$ cat config.mk
export PLATFORM = sky130hd
export DESIGN_NAME = id_ex_stage
export DESIGN_NICKNAME = d
export VERILOG_FILES = /design/src/rtl/id_ex_stage.sv
export SDC_FILE = /design/constraint.sdc
export NUM_CORES = 1
export LEC_CHECK = 0
export ABC_CLOCK_PERIOD_IN_PS = 2100
export BUFFER_PORTS_ARGS = -buffer_cell sky130_fd_sc_hd__buf_2
export CELL_PAD_IN_SITES_DETAIL_PLACEMENT = 0
export CELL_PAD_IN_SITES_GLOBAL_PLACEMENT = 2
export CORE_MARGIN = 8
export CORE_UTILIZATION = 24
export CTS_BUF_LIST = sky130_fd_sc_hd__clkbuf_4
export DETAILED_ROUTE_END_ITERATION = 6
export PLACE_DENSITY = 0.81
export RECOVER_POWER = 50
export SLEW_MARGIN = 20
export SYNTH_ARGS = -nofsm -noshare
export SYNTH_HDL_FRONTEND = slang
export SYNTH_SLANG_ARGS = --single-unit
$ cat constraint.sdc
create_clock -name clk -period 2.1 [get_ports clk]
set_input_delay 0.105 -clock clk [delete_from_list [all_inputs] [get_ports clk]]
set_output_delay 0.105 -clock clk [all_outputs]
set_load 0.02 [all_outputs]
$ cat src/rtl/id_ex_stage.sv
// ID/EX pipeline register: captures decode, forwards, and drives the ALU.
// Ports: decode (id_*) handshake, later-stage writes, ALU operands, EX ctrl.
// ID_EX_FWD_EN: defined adds EX/MEM + MEM/WB forwarding;
// undefined stalls on any in-flight writer instead.
module id_ex_stage (
  input  logic        clk,
  input  logic        rst_n,
  input  logic        id_valid,
  output logic        id_ready,
  input  logic [31:0] id_rs_data,
  input  logic [31:0] id_rt_data,
  input  logic [31:0] id_imm,
  input  logic [4:0]  id_rs,
  input  logic [4:0]  id_rt,
  input  logic [4:0]  id_rd,
  input  logic        id_regdst,
  input  logic        id_alusrc,
  input  logic        id_regwrite,
  input  logic        id_memread,
  input  logic        id_memwrite,
  input  logic        id_branch,
  input  logic        id_jump,
  input  logic        id_uses_rt,
  input  logic [1:0]  id_aluop,
  input  logic [5:0]  id_funct,
  input  logic        ex_ready,
  input  logic        exmem_regwrite,
  input  logic        memwb_regwrite,
  input  logic [4:0]  exmem_rd,
  input  logic [4:0]  memwb_rd,
  input  logic [31:0] exmem_result,
  input  logic [31:0] memwb_result,
  output logic [31:0] alu_a,
  output logic [31:0] alu_b,
  output logic [3:0]  alu_control,
  output logic        ex_valid,
  output logic [4:0]  ex_dest,
  output logic [31:0] ex_store_data,
  output logic        ex_regwrite,
  output logic        ex_memread,
  output logic        ex_memwrite,
  output logic        ex_branch,
  output logic        ex_jump,
  output logic        load_use
);

  typedef struct packed {
    logic        valid;
    logic [31:0] rs_data;
    logic [31:0] rt_data;
    logic [31:0] imm;
    logic [4:0]  rs;
    logic [4:0]  rt;
    logic [4:0]  dest;
    logic        regwrite;
    logic        memread;
    logic        memwrite;
    logic        branch;
    logic        jump;
    logic        alusrc;
    logic [1:0]  aluop;
    logic [5:0]  funct;
  } id_ex_t;

  id_ex_t      st_q, st_d;
  logic [31:0] fwd_rs, fwd_rt;
  logic [3:0]  r_ctl, op_ctl;

`ifdef ID_EX_FWD_EN
  assign load_use = id_valid & st_q.valid & st_q.memread
                  & (st_q.dest != 5'd0)
                  & ((st_q.dest == id_rs)
                  | (id_uses_rt & (st_q.dest == id_rt)));

  // EX/MEM is younger than MEM/WB, so it wins.
  always_comb begin
    fwd_rs = st_q.rs_data;
    if (st_q.rs != 5'd0 && exmem_regwrite
        && exmem_rd == st_q.rs)
      fwd_rs = exmem_result;
    else if (st_q.rs != 5'd0 && memwb_regwrite
             && memwb_rd == st_q.rs)
      fwd_rs = memwb_result;
  end

  always_comb begin
    fwd_rt = st_q.rt_data;
    if (st_q.rt != 5'd0 && exmem_regwrite
        && exmem_rd == st_q.rt)
      fwd_rt = exmem_result;
    else if (st_q.rt != 5'd0 && memwb_regwrite
             && memwb_rd == st_q.rt)
      fwd_rt = memwb_result;
  end
`else
  logic hit_rs, hit_rt;
  logic unused_ok;

  // Without forwarding, any in-flight writer of a source must drain.
  always_comb begin
    hit_rs = (id_rs != 5'd0)
           & ((st_q.valid & st_q.regwrite & (st_q.dest == id_rs))
           | (exmem_regwrite & (exmem_rd == id_rs))
           | (memwb_regwrite & (memwb_rd == id_rs)));
    hit_rt = (id_rt != 5'd0)
           & ((st_q.valid & st_q.regwrite & (st_q.dest == id_rt))
           | (exmem_regwrite & (exmem_rd == id_rt))
           | (memwb_regwrite & (memwb_rd == id_rt)));
  end

  assign load_use = id_valid & (hit_rs | (id_uses_rt & hit_rt));
  assign fwd_rs   = st_q.rs_data;
  assign fwd_rt   = st_q.rt_data;
  assign unused_ok = ^{exmem_result, memwb_result,
                       st_q.rs, st_q.rt, st_q.memread};
`endif

  assign id_ready = ex_ready & ~load_use;

  always_comb begin
    st_d = st_q;
    if (!ex_ready) begin
      st_d = st_q;
    end else if (load_use || !id_valid) begin
      st_d = '0;
    end else begin
      st_d.valid    = 1'b1;
      st_d.rs_data  = id_rs_data;
      st_d.rt_data  = id_rt_data;
      st_d.imm      = id_imm;
      st_d.rs       = id_rs;
      st_d.rt       = id_rt;
      st_d.dest     = id_regdst ? id_rd : id_rt;
      st_d.regwrite = id_regwrite;
      st_d.memread  = id_memread;
      st_d.memwrite = id_memwrite;
      st_d.branch   = id_branch;
      st_d.jump     = id_jump;
      st_d.alusrc   = id_alusrc;
      st_d.aluop    = id_aluop;
      st_d.funct    = id_funct;
    end
  end

  always_ff @(posedge clk) begin
    if (!rst_n) st_q <= '0;
    else        st_q <= st_d;
  end

  always_comb begin
    r_ctl = 4'b1111;
    unique case (1'b1)
      st_q.funct == 6'b100000: r_ctl = 4'b0010;
      st_q.funct == 6'b100010: r_ctl = 4'b0110;
      st_q.funct == 6'b100100: r_ctl = 4'b0000;
      st_q.funct == 6'b100101: r_ctl = 4'b0001;
      st_q.funct == 6'b101010: r_ctl = 4'b0111;
      default:                 r_ctl = 4'b1111;
    endcase
  end

  always_comb begin
    op_ctl = 4'b0010;
    unique case (st_q.aluop)
      2'b00: op_ctl = 4'b0010;
      2'b01: op_ctl = 4'b0110;
      2'b10: op_ctl = r_ctl;
      2'b11: op_ctl = 4'b0000;
    endcase
  end

  assign alu_control   = st_q.jump ? 4'b1111 : op_ctl;
  assign alu_a         = fwd_rs;
  assign alu_b         = st_q.alusrc ? st_q.imm : fwd_rt;
  assign ex_store_data = fwd_rt;
  assign ex_valid      = st_q.valid;
  assign ex_dest       = st_q.dest;
  assign ex_regwrite   = st_q.regwrite;
  assign ex_memread    = st_q.memread;
  assign ex_memwrite   = st_q.memwrite;
  assign ex_branch     = st_q.branch;
  assign ex_jump       = st_q.jump;

endmodule
== After elaboration in Yosys (flattened, before gate mapping) ==
Cells that the tools add are included.
Word-level totals
  bits in registers: 116
  input port bits: 207
  logic and storage cells: 56
Cells by class
  bitwise operators: 18
  reductions and logical operators: 5
  equal/unequal tests: 14
  muxes and demuxes: 6
Operators by type and width (count)
  two-way mux 126 bit: 1
  two-way mux 32 bit: 1
  == test 5 bit: 6
  == test 6 bit, second input constant: 5
  one-hot mux 4 bit (5 select lines): 1
  one-hot mux 4 bit (4 select lines): 1
  bitwise AND 1 bit: 12
  nonzero test 5 bit: 2
  two-way mux 5 bit: 1
  OR 1 bit: 5
  == test 2 bit, second input constant: 2
  two-way mux 4 bit: 1
  == test 2 x 1 -> 1 bit, second input constant: 1
  zero test 2 bit: 1
  zero test 1 bit: 1
  logical OR 1 bit: 1
  inverter 1 bit: 1

== Logic depth before layout (Yosys ltp) ==
Gate-level depths: netlist of run 1.
  depth after elaboration: 10
  mapped depth: 7

== Least setup slack after synthesis of run 1 ==
No wires, ideal clock.
  kind: register to output
  from: register st_q (netlist bit ex_dest[0])
  to: output load_use
  required time: 1995 ps
  setup slack: 237 ps
  path buffers: 2
  arrival: 1758 ps
  stages on the path, launching flop included: 8
  cells stage by stage: dfxtp_1 > xnor2_1 > nand4_1 > or3_1 > a31oi_4 > buf_6 > buf_6 > o21a_1
Between the ends
  cells in the longest elaborated chain, start to end: 8
  elaborated cells on any way between the ends: 13
  classes of those cells: eq/ne: 2; bitwise: 11
Ends and longest elaborated chain
  from (decl): RTL line 65  | id_ex_t st_q, st_d;
  from (signal assigned): RTL line 147  | else st_q <= st_d;
  == test 5 bit: RTL line 106  | & ((st_q.valid & st_q.regwrite & (st_q.dest == id_rt))
  bitwise AND 1 bit: RTL line 106
  OR 1 bit: RTL line 107  | | (exmem_regwrite & (exmem_rd == id_rt))
  OR 1 bit: RTL line 108  | | (memwb_regwrite & (memwb_rd == id_rt)));
  bitwise AND 1 bit: RTL line 106
  bitwise AND 1 bit: RTL line 111  | assign load_use = id_valid & (hit_rs | (id_uses_rt & hit_rt));
  OR 1 bit (*): RTL line 111
  bitwise AND 1 bit (*): RTL line 111
  to (decl): RTL line 44  | output logic load_use
Every way passes the cells marked *; elsewhere a longest branch is shown, timed or not.

== Final worst setup path of run 1 ==
  from: register st_q (netlist bit ex_dest[0])
  to: output id_ready
Between the ends
  cells in the longest elaborated chain, start to end: 10
  elaborated cells on any way between the ends: 15
  classes of those cells: eq/ne: 2; bitwise: 13
Ends and longest elaborated chain
  == test 5 bit: RTL line 106
  bitwise AND 1 bit: RTL line 106
  OR 1 bit: RTL line 107
  OR 1 bit: RTL line 108
  bitwise AND 1 bit: RTL line 106
  bitwise AND 1 bit: RTL line 111
  OR 1 bit (*): RTL line 111
  bitwise AND 1 bit (*): RTL line 111
  inverter 1 bit (*): RTL line 118  | assign id_ready = ex_ready & ~load_use;
  bitwise AND 1 bit (*): RTL line 118
  to (decl): RTL line 9  | output logic id_ready,
Marks and branches as above.

==> flow_summary.json, run 1 <==
{
  "postLayoutCoreUtil_pct": 34.75,
  "worstMarginPinSlew_ns": 0.5540,
  "sequentialPowerShare_pct": 48.8,
  "io_pins": 320,
  "drt-total-wl_mm": 20.65,
  "grt_max_degree": 117,
  "sw_frac_of_total_pct": 29.57,
  "clock_power_share_pct": 32.2,
  "cap_violations": 0,
  "ys_warn_count": 0,
  "syn-cell-area_um2": 5791,
  "cts-root-buf": "clkbuf_4",
  "power_frac_comb_pct": 19.0,
  "synth.area.top_cells": "dfxtp_1 (40%), nand2_1 (15%), o31ai_1 (15%), buf_4 (8.9%), mux2_2 (7.2%)",
  "seqCellArea_um2": 2340,
  "cp-start-kind": "flop",
  "first_pass_iters": 6,
  "viasPerCell": 4.310,
  "port_buffers": 255,
  "drive_gt1_share_pct": 28.27,
  "start_util_pct": 24.09,
  "hold_class": "primary input to flop",
  "rsz0062_at_grt": "yes",
  "crit_required_ns": 2.00,
  "cts_tree": "done",
  "hold_slack_ns": 0.1321,
  "postSynthAreaPerCell_um2": 8.308,
  "maxSlewHeadroom_pct": 63.07,
  "syn_inst": 697,
  "setup.worst_path.start": "ex_dest[0]",
  "cts_max_level": 4,
  "drv_slew": 0,
  "floorplan.die_area_um2": 29350,
  "grt_pass1_vias": 5885,
  "syn-num-nets": 904,
  "grt_pass1_wl_mm": 31.43,
  "synth_common_cells": "nand2_1 (233), dfxtp_1 (116), o31ai_1 (116)",
  "setup_violations": 2,
  "dp_hpwl_mm": 13.62,
  "fillCellCount": 2582,
  "p_leak_nw": 3.329,
  "ir_drop_uv": 285.9,
  "drc_errors": 0,
  "status": "complete, but fails checks",
  "setup_ws_ns": -0.02625,
  "grt_antenna_before_repair": 3,
  "crit_path_end_kind": "output pin",
  "multi_input_area_um2": 2760,
  "dr_total_vias": 5689,
  "grt_usage_pct": 13.58,
  "yosysTopAreaCellShare_pct": 40.10,
  "rows": 57,
  "final_cells": 1320,
  "violations": "setup timing",
  "max_clock_freq_mhz": 470.3,
  "met1_usage_pct": 15.97,
  "synthMostInstantiatedCell": "nand2_1",
  "area_growth_pct": 44.23,
  "die_w_um": 171.3,
  "drt_iter0_drc": 327,
  "yosysUniqueCellTypes": 33,
  "yosysTopAreaCell": "dfxtp_1",
  "synth_edf_count": 0,
  "finalWeightedCongestion": 0.7474,
  "crit_type": "flop to output pin",
  "p_per_area_nw_per_um2": 578.5,
  "fin_crit_sh_pct": 101.3,
  "final_hold_viol_count": 0,
  "crit_arrival_ns": 2.02,
  "clock_sinks": 116,
  "grtUsageMet2_pct": 23.10,
  "clock_latency_ns": 0.52,
  "fin_nets": 1189,
  "path_clk_slew_ns": 0.11,
  "min_from": "id_regdst",
  "numPlacedInstances": 1163,
  "die_h_um": 171.3,
  "ant_nets": 0,
  "fin_tns_setup_ns": -0.04224,
  "cp_max_fo": 4,
  "core-area_um2": 24030,
  "synth_seq_cells": 116,
  "async_flop_share_pct": 0,
  "grtUsageMet3_pct": 3.649,
  "clockBufferDepth": 2,
  "grt.busiest_layer": "met2",
  "finClkSkew_ns": 0.02213,
  "wl_per_cell_um": 15.64,
  "cts_buffers": 17,
  "gr-total-overflow": 0,
  "synth.yosys.seq_area_share_pct": 40.10,
  "p_sw_mw": 1.429,
  "internal-power_mw": 3.403,
  "rr_startpoint": "ex_dest[0]",
  "synth_ff_type": "dfxtp_1",
  "layout_min_cycle_time_ns": 2.126
}
[worst max-delay path, stage by stage, from the launching register on]
cell and delay, ns:
dfxtp_4 0.38, xnor2_2 0.13, nand4_1 0.11, or3_4 0.39
a21oi_4 0.19, a211oi_1 0.12, buf_4 0.18
[power by group through the flow]
stage | combinational, mW | clock, mW | sequential [mW]
2_1_floorplan | 0.477 | 0 | 2.39
3_3_place_gp | 0.744 | 0 | 2.40
3_5_place_dp | 0.746 | 0 | 2.41
4_1_cts | 0.934 | 1.66 | 2.36
5_1_grt | 0.995 | 1.74 | 2.37
6_report | 0.918 | 1.56 | 2.36
[per-layer routing]
layer | share of wire [%] | vias up
met4 | 2.7 | 2
met1 | 44 | 2625
met2 | 48 | 153
li1 | - | 2877
met3 | 5.4 | 32
met5 | 0.063 | -
[cells in the final DEF, fill, tap and decap left out, types with 4 or more instances in the layout]
cell,count
buf_2,182
mux2_2,37
buf_4,11
xnor2_2,6
clkinv_1,7
xnor2_1,6
xor2_1,18
clkbuf_4,17
buf_12,7
dlygate4sd3_1,117
o31ai_1,116
clkbuf_1,71
dfxtp_1,110
dfxtp_4,4
nand2_1,233
nor4_1,5
[worst paths after layout]
check,endpoint,slack (ns),depth (start not counted)
hold / removal,ex_dest[0],0.13,4
setup / recovery,id_ready,-0.03,6
hold reg to reg,ex_branch,0.46,2
setup reg to reg,ex_store_data[28],0.18,7
[cells by family (layout without fill, tap and decap cells)]
| group | after synthesis | after routing | synth area share [%] |
|---|---|---|---|
| and+or+nand+nor | 259 | 259 | 17.78 |
| DFF | 116 | 116 | 40.10 |
| xor gates and xnor gates | 30 | 30 | 4.538 |
| buffers and inverters | 126 | 423 | 13.40 |
| muxes | 37 | 37 | 7.195 |
| AOI/OAI and AO/OA | 129 | 129 | 16.98 |
| other | 0 | 2 | 0 |
[sequential cells by signal (all words and copies together) (netlist names)]
| signal | count |
|---|---|
| st_q | 41 |
| ex_regwrite | 1 |
| ex_dest | 5 |
| alu_a | 32 |
| ex_jump | 1 |
| ex_branch | 1 |
| ex_memwrite | 1 |
| ex_valid | 1 |
| ex_memread | 1 |
| ex_store_data | 32 |
[cell type report]
type	instances	share of cell area (%)
Sequential cell	116	28.01
Antenna cell	2	0.05993
Timing Repair Buffer	389	30.92
Inverter	3	0.1348
Tap cell	324	4.854
Multi-Input combinational cell	455	33.05
Clock buffer	17	1.528
Clock inverter	14	1.438
[metrics by stage]
| step | setup WS, ns | cell area [um^2] | power [mW] |
|---|---|---|---|
| 2_1_floorplan | 0.2372 | 5791 | 2.871 |
| 3_5_place_dp | 0.1006 | 6884 | 3.152 |
| 5_1_grt | -0.1857 | 8352 | 5.105 |
| 4_1_cts | -0.1182 | 8357 | 4.955 |
| 3_3_place_gp | 0.1347 | 6884 | 3.147 |
| 6_report | -0.02625 | 8352 | 4.832 |
[timing repair]
action	in CTS	in global routing
setup buffers	4	3
pin swaps	4	9
resized for setup	9	11
hold buffers	117	0
hold endpoints to repair	116	0
setup endpoints to repair	2	2
No activity file was read; power rests on OpenSTA's default activity.
==> run 2: changes to the inputs <==
--- a/config.mk
+++ b/config.mk
@@ -15,6 +15,7 @@
 export DETAILED_ROUTE_END_ITERATION = 6
 export PLACE_DENSITY = 0.81
 export RECOVER_POWER = 50
+export SETUP_SLACK_MARGIN = 0.5
 export SLEW_MARGIN = 20
 export SYNTH_ARGS = -nofsm -noshare
 export SYNTH_HDL_FRONTEND = slang
==> flow_summary.json, run 2 (synthesis gave the netlist of run 1 again) <==
{
  "status": "complete, but fails checks",
  "violations": "setup timing",
  "grtUsageMet2_pct": 25.66,
  "finalWeightedCongestion": 0.7496,
  "clock_sinks": 116,
  "die_w_um": 171.3,
  "place_area_um2": 6975,
  "cp_top_family": "simple AND/OR/NAND/NOR gates",
  "setup_ws_ns": -0.05894,
  "final_cells": 1363,
  "crit_arrival_ns": 2.05,
  "max_clock_freq_mhz": 463.2,
  "fillCellCount": 2474,
  "ir_drop_uv": 274.1,
  "dp_hpwl_mm": 13.87,
  "cp-start-kind": "flop",
  "floorplan.die_area_um2": 29350,
  "rows": 57,
  "hold_slack_ns": 0.1266,
  "drive_gt1_share_pct": 33.20,
  "grt_usage_pct": 14.64,
  "cts_tree": "done",
  "largest_reg_flops": 41,
  "grt_pass1_vias": 5973,
  "drc_errors": 0,
  "drt-total-wl_mm": 24.09,
  "clockBufferDepth": 2,
  "multi_input_area_um2": 2952,
  "rr_worst_depth": 9,
  "start_util_pct": 24.09,
  "viasPerCell": 4.398,
  "final_hold_viol_count": 0,
  "hold_depth": 4,
  "crit_path_end_kind": "output pin",
  "worst-path-stages": 7,
  "cp_max_fo": 4,
  "drt_iter0_drc": 291,
  "cts-root-buf": "clkbuf_4",
  "fin_nets": 1231,
  "dr_total_vias": 5995,
  "ant_nets": 0,
  "grt_max_degree": 79,
  "worstMarginPinSlew_ns": 0.4378,
  "p_per_area_nw_per_um2": 540.1,
  "maxSlewHeadroom_pct": 70.81,
  "crit_type": "flop to output pin",
  "core-area_um2": 24030,
  "grt.busiest_layer": "met2",
  "crit_required_ns": 2.00,
  "setup_violations": 2,
  "p_leak_nw": 3.837,
  "fin_crit_sh_pct": 102.8,
  "wl_per_cell_um": 17.68,
  "top_register": "st_q",
  "finClkSkew_ns": 0.02259,
  "area_growth_pct": 67.39,
  "drv_slew": 0,
  "final_area_um2": 9693,
  "met1_usage_pct": 17.32,
  "port_buffers": 255,
  "hold_class": "primary input to flop",
  "seqCellArea_um2": 2351,
  "cts_buffers": 17,
  "clock_latency_ns": 0.52,
  "final_cell_mix": "nand2_1 (233), buf_2 (146), dlygate4sd3_1 (117), o31ai_1 (116), dfxtp_1 (103)",
  "grtUsageMet3_pct": 3.144,
  "path_cells": "xnor2_2, nand4_1, or3_4, a21oi_4, buf_12, a211oi_2, buf_4",
  "path_clk_slew_ns": 0.11,
  "postLayoutCoreUtil_pct": 40.33,
  "gr-total-overflow": 0,
  "rsz0062_at_grt": "yes",
  "slowest_stage": "dfxtp_4",
  "path_buf_inv": 2,
  "cp_slowest_stage_delay_ns": 0.39,
  "cts_max_level": 4,
  "io_pins": 320,
  "grt_antenna_before_repair": 2,
  "cap_violations": 0,
  "numPlacedInstances": 1166,
  "die_h_um": 171.3,
  "layout_min_cycle_time_ns": 2.159,
  "first_pass_iters": 6,
  "grt_pass1_wl_mm": 33.60,
  "final_common_cell": "nand2_1"
}
-- run 2: changes by cell type in the layout (fill, tap and decap cells not counted), sizes merged --
cell / delta
bufinv: +1
diode: +1
clkinvlp: -2
clkinv: -1
buf: +31
clkbuf: +13
-- run 2: path summary, 6_finish.rpt --
| check | from | to | slack [ns] |
|---|---|---|---|
| setup / recovery | ex_dest[2] | id_ready | -0.06 |
| hold / removal | id_regdst | ex_dest[3] | 0.13 |
| setup reg to reg | ex_dest[0] | ex_store_data[18] | 0.14 |
| hold reg to reg | alu_a[18] | alu_a[18] | 0.46 |
-- run 2: cell type report --
| cell class | count | share of cell area (%) |
|---|---|---|
| clock buffers | 19 | 1.472 |
| repair buffers | 431 | 38.01 |
| inverters | 3 | 0.1162 |
| flip-flops and latches | 116 | 24.25 |
| well taps | 324 | 4.182 |
| clock inverters | 12 | 1.433 |
| multi-input cells | 455 | 30.45 |
| diodes | 3 | 0.07745 |
-- run 2: stage by stage --
| stage | power, mW | setup TNS [ns] | setup WS [ns] |
|---|---|---|---|
| global route | 5.489 | -0.3331 | -0.1704 |
| detailed placement | 3.164 | 0 | 0.2377 |
| global placement | 3.162 | 0 | 0.2647 |
| floorplan | 2.881 | 0 | 0.4004 |
| CTS | 5.252 | -0.2841 | -0.1433 |
| finish | 5.236 | -0.1169 | -0.05894 |
-- run 2: report_power, final --
part	leakage, nW	internal, mW	switching [mW]	total [mW]
logic	2.73	0.599	0.537	1.14
registers	0.954	2.29	0.0674	2.36
clock network	0.157	0.829	0.910	1.74
-- run 2: worst min-delay path: cells and delay by family --
kind | cells | cell delay [ns]
muxes | 1 | 0.16
AOI/OAI and AO/OA | 1 | 0.16
buffers and inverters | 1 | 0.14
and+or+nand+nor | 1 | 0.05
-- run 2: timing repair --
item                       4_1_cts  5_1_grt
hold buffers                   117        0
pin swaps                       11        9
setup endpoints to repair      154      154
setup buffers                   14        9
cloned                           8       15
gates resized for setup        127       38
hold endpoints to repair       116        0
-- run 2: layer usage --
metal / vias to the layer above / wire length (um)
li1: 2988 / -
met1: 2797 / 10470
met2: 186 / 11890
met3: 24 / 1259
met4: 0 / 476
met5: - / 0
